### src/rtl/fc2_bias_add_join.sv
// fc2 bias-add join stage.
// Pairs one accumulator beat with one bias beat, aligns the bias to the
// accumulator's fixed-point format and adds the two. The sum is rescaled to the
// output format by flooring, saturated, and registered. A one-entry skid behind
// the output register lets the upstream ready come from a flop rather than from
// the downstream ready.
//
// Handshake: a beat moves across an interface on a clock edge where its valid and
// ready are both high. A producer holds valid and data stable until that edge.
// Ready may rise without valid, except for bias_ready, which is only high while
// data_in_valid is high, because the bias source advances on bias_ready alone.
module fc2_bias_add_join #(
  parameter int DATA_IN_PRECISION_0  = 32,
  parameter int DATA_IN_PRECISION_1  = 8,
  parameter int BIAS_PRECISION_0     = 16,
  parameter int BIAS_PRECISION_1     = 3,
  parameter int DATA_OUT_PRECISION_0 = 16,
  parameter int DATA_OUT_PRECISION_1 = 3,
  parameter int PARALLELISM          = 1
) (
  input  logic                                          clk,
  input  logic                                          rst,
  input  logic [DATA_IN_PRECISION_0*PARALLELISM-1:0]    data_in,
  input  logic                                          data_in_valid,
  output logic                                          data_in_ready,
  input  logic [BIAS_PRECISION_0*PARALLELISM-1:0]       bias,
  input  logic                                          bias_valid,
  output logic                                          bias_ready,
  output logic [DATA_OUT_PRECISION_0*PARALLELISM-1:0]   data_out,
  output logic                                          data_out_valid,
  input  logic                                          data_out_ready,
  output logic                                          sat_seen
);

  localparam int DIN_W  = DATA_IN_PRECISION_0;
  localparam int BIAS_W = BIAS_PRECISION_0;
  localparam int OUT_W  = DATA_OUT_PRECISION_0;
  // One guard bit above the accumulator width: the aligned add cannot overflow.
  localparam int SUM_W  = DIN_W + 1;
  // Left shift that brings the bias onto the accumulator's binary point.
  localparam int SH_B   = DATA_IN_PRECISION_1 - BIAS_PRECISION_1;
  // Right shift that drops the extra fractional bits of the output format.
  localparam int SH_O   = DATA_IN_PRECISION_1 - DATA_OUT_PRECISION_1;

  // Output range expressed at the sum width so the clamp compares like with like.
  localparam logic signed [SUM_W-1:0] OUT_MAX =
    {{(SUM_W-OUT_W+1){1'b0}}, {(OUT_W-1){1'b1}}};
  localparam logic signed [SUM_W-1:0] OUT_MIN =
    {{(SUM_W-OUT_W+1){1'b1}}, {(OUT_W-1){1'b0}}};

  logic                            skid_valid;
  logic [OUT_W*PARALLELISM-1:0]    skid_data;
  logic [OUT_W*PARALLELISM-1:0]    result;
  logic [PARALLELISM-1:0]          lane_sat;
  logic                            in_ready;
  logic                            fire;
  logic                            out_free;

  // Upstream readiness depends only on the registered skid state.
  assign in_ready      = !skid_valid;
  assign fire          = data_in_valid & bias_valid & in_ready;
  assign data_in_ready = bias_valid & in_ready;
  assign bias_ready    = data_in_valid & in_ready;
  // Output register can take a new beat this cycle.
  assign out_free      = !data_out_valid | data_out_ready;

  for (genvar j = 0; j < PARALLELISM; j++) begin : g_lane
    logic signed [SUM_W-1:0] d_ext;
    logic signed [SUM_W-1:0] b_ext;
    logic signed [SUM_W-1:0] b_al;
    logic signed [SUM_W-1:0] sum;
    logic signed [SUM_W-1:0] sh;
    logic                    hi;
    logic                    lo;

    assign d_ext = {{(SUM_W-DIN_W){data_in[j*DIN_W+DIN_W-1]}}, data_in[j*DIN_W +: DIN_W]};
    assign b_ext = {{(SUM_W-BIAS_W){bias[j*BIAS_W+BIAS_W-1]}}, bias[j*BIAS_W +: BIAS_W]};
    assign b_al  = b_ext <<< SH_B;
    assign sum   = d_ext + b_al;
    // Arithmetic shift of a signed value floors towards minus infinity.
    assign sh    = sum >>> SH_O;
    assign hi    = sh > OUT_MAX;
    assign lo    = sh < OUT_MIN;

    assign lane_sat[j] = hi | lo;
    assign result[j*OUT_W +: OUT_W] = hi ? OUT_MAX[OUT_W-1:0] :
                                      lo ? OUT_MIN[OUT_W-1:0] :
                                           sh[OUT_W-1:0];
  end

  // Output register, skid entry and sticky saturation flag.
  always_ff @(posedge clk) begin
    if (rst) begin
      data_out_valid <= 1'b0;
      data_out       <= '0;
      skid_valid     <= 1'b0;
      skid_data      <= '0;
      sat_seen       <= 1'b0;
    end else begin
      if (fire && (|lane_sat)) begin
        sat_seen <= 1'b1;
      end
      if (fire && out_free) begin
        // New beat goes straight to the output register.
        data_out       <= result;
        data_out_valid <= 1'b1;
      end else if (fire) begin
        // Output is stalled: park the beat; in_ready drops next cycle.
        skid_data  <= result;
        skid_valid <= 1'b1;
      end else if (data_out_valid && data_out_ready) begin
        if (skid_valid) begin
          data_out   <= skid_data;
          skid_valid <= 1'b0;
        end else begin
          data_out_valid <= 1'b0;
        end
      end
    end
  end

endmodule

### config.mk
export PLATFORM = sky130hd
export DESIGN_NAME = fc2_bias_add_join
export DESIGN_NICKNAME = d
export VERILOG_FILES = /design/src/rtl/fc2_bias_add_join.sv
export SDC_FILE = /design/constraint.sdc
export NUM_CORES = 1
export LEC_CHECK = 0
export CAP_MARGIN = 20
export CORE_MARGIN = 4
export CORE_UTILIZATION = 48
export CTS_CLUSTER_DIAMETER = 200
export DETAILED_ROUTE_END_ITERATION = 16
export GPL_ROUTABILITY_DRIVEN = 0
export GPL_TIMING_DRIVEN = 0
export PLACE_DENSITY = 0.82
export SETUP_SLACK_MARGIN = 0.4
export SYNTH_ARGS = -nofsm -noshare
export SYNTH_HDL_FRONTEND = slang
export SYNTH_SLANG_ARGS = --single-unit
### constraint.sdc
create_clock -name clk -period 3.65 [get_ports clk]
set_clock_uncertainty 0.15 [all_clocks]
set_input_delay 0.73 -clock clk [delete_from_list [all_inputs] [get_ports clk]]
set_output_delay 0.73 -clock clk [all_outputs]
set_load 0.05 [all_outputs]
* Word level (Yosys, flattened, before mapping)
Index checks and enable logic that the tools add are counted.
Widths: inputs -> output; s select.
** Cells by class
- Reductions and logical operators :: 12
- Add/sub/neg operators :: 1
- Div/mod/pow operators :: 0
- Multipliers :: 0
- Equality and inequality tests :: 2
- Mux-type cells :: 12
- Shift operators :: 0
- Order comparisons :: 2
- Bitwise logic cells :: 7
** Operators with widths (count)
- $mux 16 :: 6
- $add 32x21->33 :: 1
- $gt 28x16->1 const B :: 1
- $lt 28x16->1 const B :: 1
- $mux 1 :: 6
- $reduce_and 3->1 :: 2
- $reduce_bool 2->1 :: 3
- $and 1x1->1 :: 4
- $ne 2x1->1 const B :: 2
- $reduce_and 2->1 :: 2
- $logic_and 1x1->1 :: 3
- $logic_not 1->1 :: 2
- $or 1x1->1 :: 2
- $not 1->1 :: 1
** Storage, ports and cells
- Logic and storage cells :: 41
- Output and inout bits :: 20
- Bits in registers :: 35
- Memories :: 0
- Bits in read-only memories :: 0
- Input port bits :: 53
- RAM bits :: 0
- Latch bits :: 0

* Depth between registers and ports, before layout
- Depth in word-level cells :: 5
- Depth in mapped cells :: 14

* Worst setup path before layout
No wires, ideal clock.
- Kind :: input to register
- Start point :: input port data_in[5]
- End point :: register skid_data[10]
- Data arrival time :: 3543 ps
- Slack :: -180 ps
- Buffers on the path :: 2
- Library setup time :: 137 ps
- Stages on the path :: 14
- Path through :: ha_1 > inv_1 > fa_1 > nand2b_1 > a21o_1 > a311o_1 > a2111oi_4 > o21a_1 > o211ai_1 > or4_4 > buf_6 > o21ai_4 > buf_6 > o311ai_1
** On the way
- Longest elaborated chain between the ends :: 4
** RTL lines
- start: declaration :: RTL line 23 : input logic [DATA_IN_PRECISION_0*PARALLELISM-1:0] data_in,
- $add 32x21->33 (*) :: RTL line 79 : assign sum = d_ext + b_al;
- $lt 28x16->1 :: RTL line 83 : assign lo = sh < OUT_MIN;
- $mux 16 :: RTL line 87 : lo ? OUT_MIN[OUT_W-1:0] :
- $mux 16 (*) :: RTL line 86 : assign result[j*OUT_W +: OUT_W] = hi ? OUT_MAX[OUT_W-1:0] :
- end signal: assignment :: RTL line 109 : skid_data <= result;
- end: declaration :: RTL line 52 : logic [OUT_W*PARALLELISM-1:0] skid_data;
Mark *: on every way between the ends. The rest lies on a longest branch, timed or not.
A chain may end at the register's enable or synchronous reset.

* Worst setup path after layout
- Start point :: input port bias[1]
- End point :: register skid_data[6]
** On the way
- Longest elaborated chain between the ends :: 4
** RTL lines
- start: declaration :: RTL line 26 : input logic [BIAS_PRECISION_0*PARALLELISM-1:0] bias,
- $add 32x21->33 (*) :: RTL line 79
- $lt 28x16->1 :: RTL line 83
- $mux 16 :: RTL line 87
- $mux 16 (*) :: RTL line 86
Marks and branches as above.

==> metrics.md <==
| Metric | Value |
|---|---|
| Avg Synthesized Cell Area | 7.40 um2 |
| CTS Buf Count | 5 |
| Worst endpoint required time | 3.65 ns |
| Synthesized Nets | 560 |
| Setup crit start | bias[1] |
| Cts hold-fix bufs | 0 |
| Initial Util | 49.1% |
| Final ANT Viol Nets | 0 |
| RSZ-0062 raised after global routing | true |
| Crit start category | input pin |
| Worst path cell trace | clkdlybuf4s15_1 -> ha_1 -> a21o_1 -> and4_1 -> o21ai_0 -> a2111oi_4 -> nor3b_2 -> o22ai_1 -> or4_4 -> buf_8 -> o21ai_4 -> buf_6 -> o311ai_4 |
| Syn Inst Count | 479 |
| Outcome | complete, but fails checks |
| Period utilisation layout | 111% |
| GRT Overall Usage | 25.4% |
| Initial antenna violation count | 0 |
| Post-Synth Simple-Gate Area | 23.6% |
| DR WL/cell | 19.3 um |
| Fmax | 247 MHz |
| Worst-path clk slew | 0.07 ns |
| Share of post-route cells with drive strength above 1 | 26.2% |
| Dpl ws | -1.17 ns |
| CTS tree | built |
| TNS Setup | -9.88 ns |
| Commonest non-fill, non-tap cell in the layout | nand2_1 |
| Synthesized flop and latch total | 35 |
| Clk sink count | 35 |
| Detailed Route WL | 13.6 mm |
| ANT cells | 0 |
| DR iter-0 viols | 516 |
| Worst Setup EP | skid_data[6] |
| R2R cell count | 6 |
| Sequential-to-total area share from yosys stat | 19.8% |
| Fin crit period | 4.05 ns |
| Worst slew pin tran | 0.723 ns |
| CP max-delay cell | o21ai_0 |
| Final worst setup slack | -0.403 ns |
| Setup Viol. Count Final | 31 |
| DPL Wire Length | 8.10 mm |
| Synthesized area | 0.00354 mm2 |
| Largest family of logic cells by synthesized area | compound AO/OA/AOI/OAI gates |
| Yosys warning count | 0 |
| Vias in the first global route | 3991 |
| Vias/cell | 6.64 |
| H-tree levels | 2 |
| FF-to-FF End | skid_data[5] |
| Class of the most critical setup path | input pin to register |
| Internal reg-to-reg setup slack | 1.26 ns |
| # IOs | 73 |
| Post-synthesis adder-cell area fraction | 10.1% |
| Crit path capture type | register |
| Synth unique cells | 69 |
| Largest stage delay on the critical path | 0.56 ns |
| Port buffer count | 66 |
| Drt first pass iters | 5 |
| Crit path max fanout | 5 |
| Core area | 0.00721 mm2 |
| Leakage | 2.18 nW |
| Compound-gate portion of the synthesized area | 35.8% |
| Worst min path class | register to register |
| Hold Fails Final Rpt | 0 |
| Clock buffer depth | 2 |
| R2r startpoint | skid_valid |
| Die area | 0.00882 mm2 |
| Die W | 93.9 um |
| Top_reg_cell synth | dfxtp_1 |
| Rel. slew slack | 51.8% |
| Most frequent cells in the layout | nand2_1 (81), buf_4 (47), clkdlybuf4s50_1 (41), dfxtp_1 (35), a21oi_1 (25) |
| Crit path DAT | 4.05 ns |
| Mux cell area share after synthesis | 1.13% |
| Largest net degree at the start of global routing | 13 |
| Root Driver | clkbuf_8 |
| Die Y | 93.9 um |
| Clk_lat worst skew | 0.30 ns |
| Post-synth ARST share | 0% |
| Number of flops mapped to enable cells by yosys | 0 |
| First-pass GRT wire length | 18.4 mm |
| Grt total ovfl | 0 |
| Std cell rows | 31 |
| Fin nets | 683 |
| Residual DRC | 0 |
| Routed vias | 4655 |
| Final Slew Violations | 0 |
| Failing checks | negative setup slack |
| Max-cap violations | 0 |
| WHS | 0.358 ns |
| Maximum vdd drop | 137 uV |
| Layout area overhead | 51.4% |
| Post-synthesis xor/xnor area fraction | 4.20% |
| Power per cell area | 322 mW/mm2 |
==> state kept, by name, indices dropped and copies added, names as in the netlist <==
signal          count
sat_seen            1
skid_data          16
data_out           16
data_out_valid      1
skid_valid          1
==> critical path: cells and delay by family <==
kind,cells,cell delay [ns]
adders and majority gates,1,0.29
AOI/OAI and AO/OA,6,1.43
buffers and inverters,3,0.53
and+or+nand+nor,3,1.07
==> worst min path at each step <==
stage	cells after the start	endpoint	from	slack [ns]
finish	2	sat_seen	sat_seen	0.36
global route	2	skid_data[9]	skid_data[9]	0.38
CTS	2	skid_data[3]	skid_data[3]	0.33
detailed placement	2	skid_data[3]	skid_data[3]	0.31
global placement	2	skid_data[1]	skid_data[1]	0.31
floorplan	2	skid_data[9]	skid_data[9]	0.29
==> layout make-up <==
type	count	area (um2)
Multi-Input combinational cell	404	3090
Fill cell	495	1850
Timing Repair Buffer	116	1100
Sequential cell	35	701
Buffer	27	200
Tap cell	99	124
Clock buffer	6	72.6
Inverter	13	48.8
Clock inverter	1	30.0
==> where the power goes <==
part | internal, mW | switching [mW]
Combinational | 0.395 | 0.549
Clock | 0.200 | 0.148
Sequential | 0.417 | 0.0199
Total | 1.01 | 0.717
==> repair_timing <==
item / CTS / global route
endpoints found under the setup margin: 33 / 33
gates cloned: 1 / 0
hold endpoints to repair: 0 / 0
gates resized for setup: 63 / 89
buffers inserted: 24 / 25
pin swaps: 25 / 36
==> stage by stage <==
| stage | area (um2) | cells | util, % | power [mW] |
|---|---|---|---|---|
| after floorplan | 3570 | 479 | - | 0.941 |
| after global placement | 4360 | 644 | 60.4 | 1.14 |
| after detailed placement | 4360 | 644 | 60.4 | 1.16 |
| after CTS | 4860 | 676 | 67.4 | 1.55 |
| after global routing | 5370 | 701 | 74.4 | 1.79 |
| final | 5370 | 701 | 74.4 | 1.73 |
==> kinds of logic after synthesis <==
kind of cell / after synthesis
AOI/OAI and AO/OA: 179
and+or+nand+nor: 176
adders and majority gates: 28
buffers and inverters: 40
xor gates and xnor gates: 17
DFF: 35
muxes: 4
==> layer usage <==
layer | global-route usage, % | routed length, um | up-vias
li1 | - | - | 2043
met1 | 30.6 | 5000 | 2131
met2 | 46.2 | 6550 | 378
met3 | 2.40 | 1240 | 103
met4 | 9.15 | 764 | 0
met5 | 0 | 0 | -
==> Yosys cell counts (all sizes together) (2+ instances only) <==
cell type | n | area (um2)
or4 | 2 | 18.8
a211oi | 3 | 22.5
and3 | 4 | 26.3
o21ai | 33 | 176
nor4 | 5 | 31.3
ha | 27 | 338
nor3 | 8 | 40.0
buf | 12 | 85.1
or3 | 2 | 17.5
o211a | 2 | 20.0
a21o | 11 | 82.6
a21oi | 38 | 194
nand4 | 5 | 31.3
a311o | 3 | 30.0
mux2i | 4 | 40.0
o311ai | 16 | 165
clkbuf | 15 | 56.3
o21a | 8 | 60.1
nand2 | 85 | 322
o211ai | 23 | 173
nor2b | 4 | 25.0
or2 | 4 | 25.0
xnor2 | 10 | 87.6
a2111oi | 2 | 36.3
nand2b | 16 | 100
nor2 | 21 | 78.8
a31oi | 17 | 106
nand3 | 13 | 70.1
inv | 13 | 48.8
and2 | 3 | 18.8
xor2 | 7 | 61.3
a211o | 2 | 17.5
o22ai | 2 | 12.5
dfxtp | 35 | 701
a221oi | 2 | 17.5
a21boi | 5 | 48.8
(Power assumes the default switching activity.)
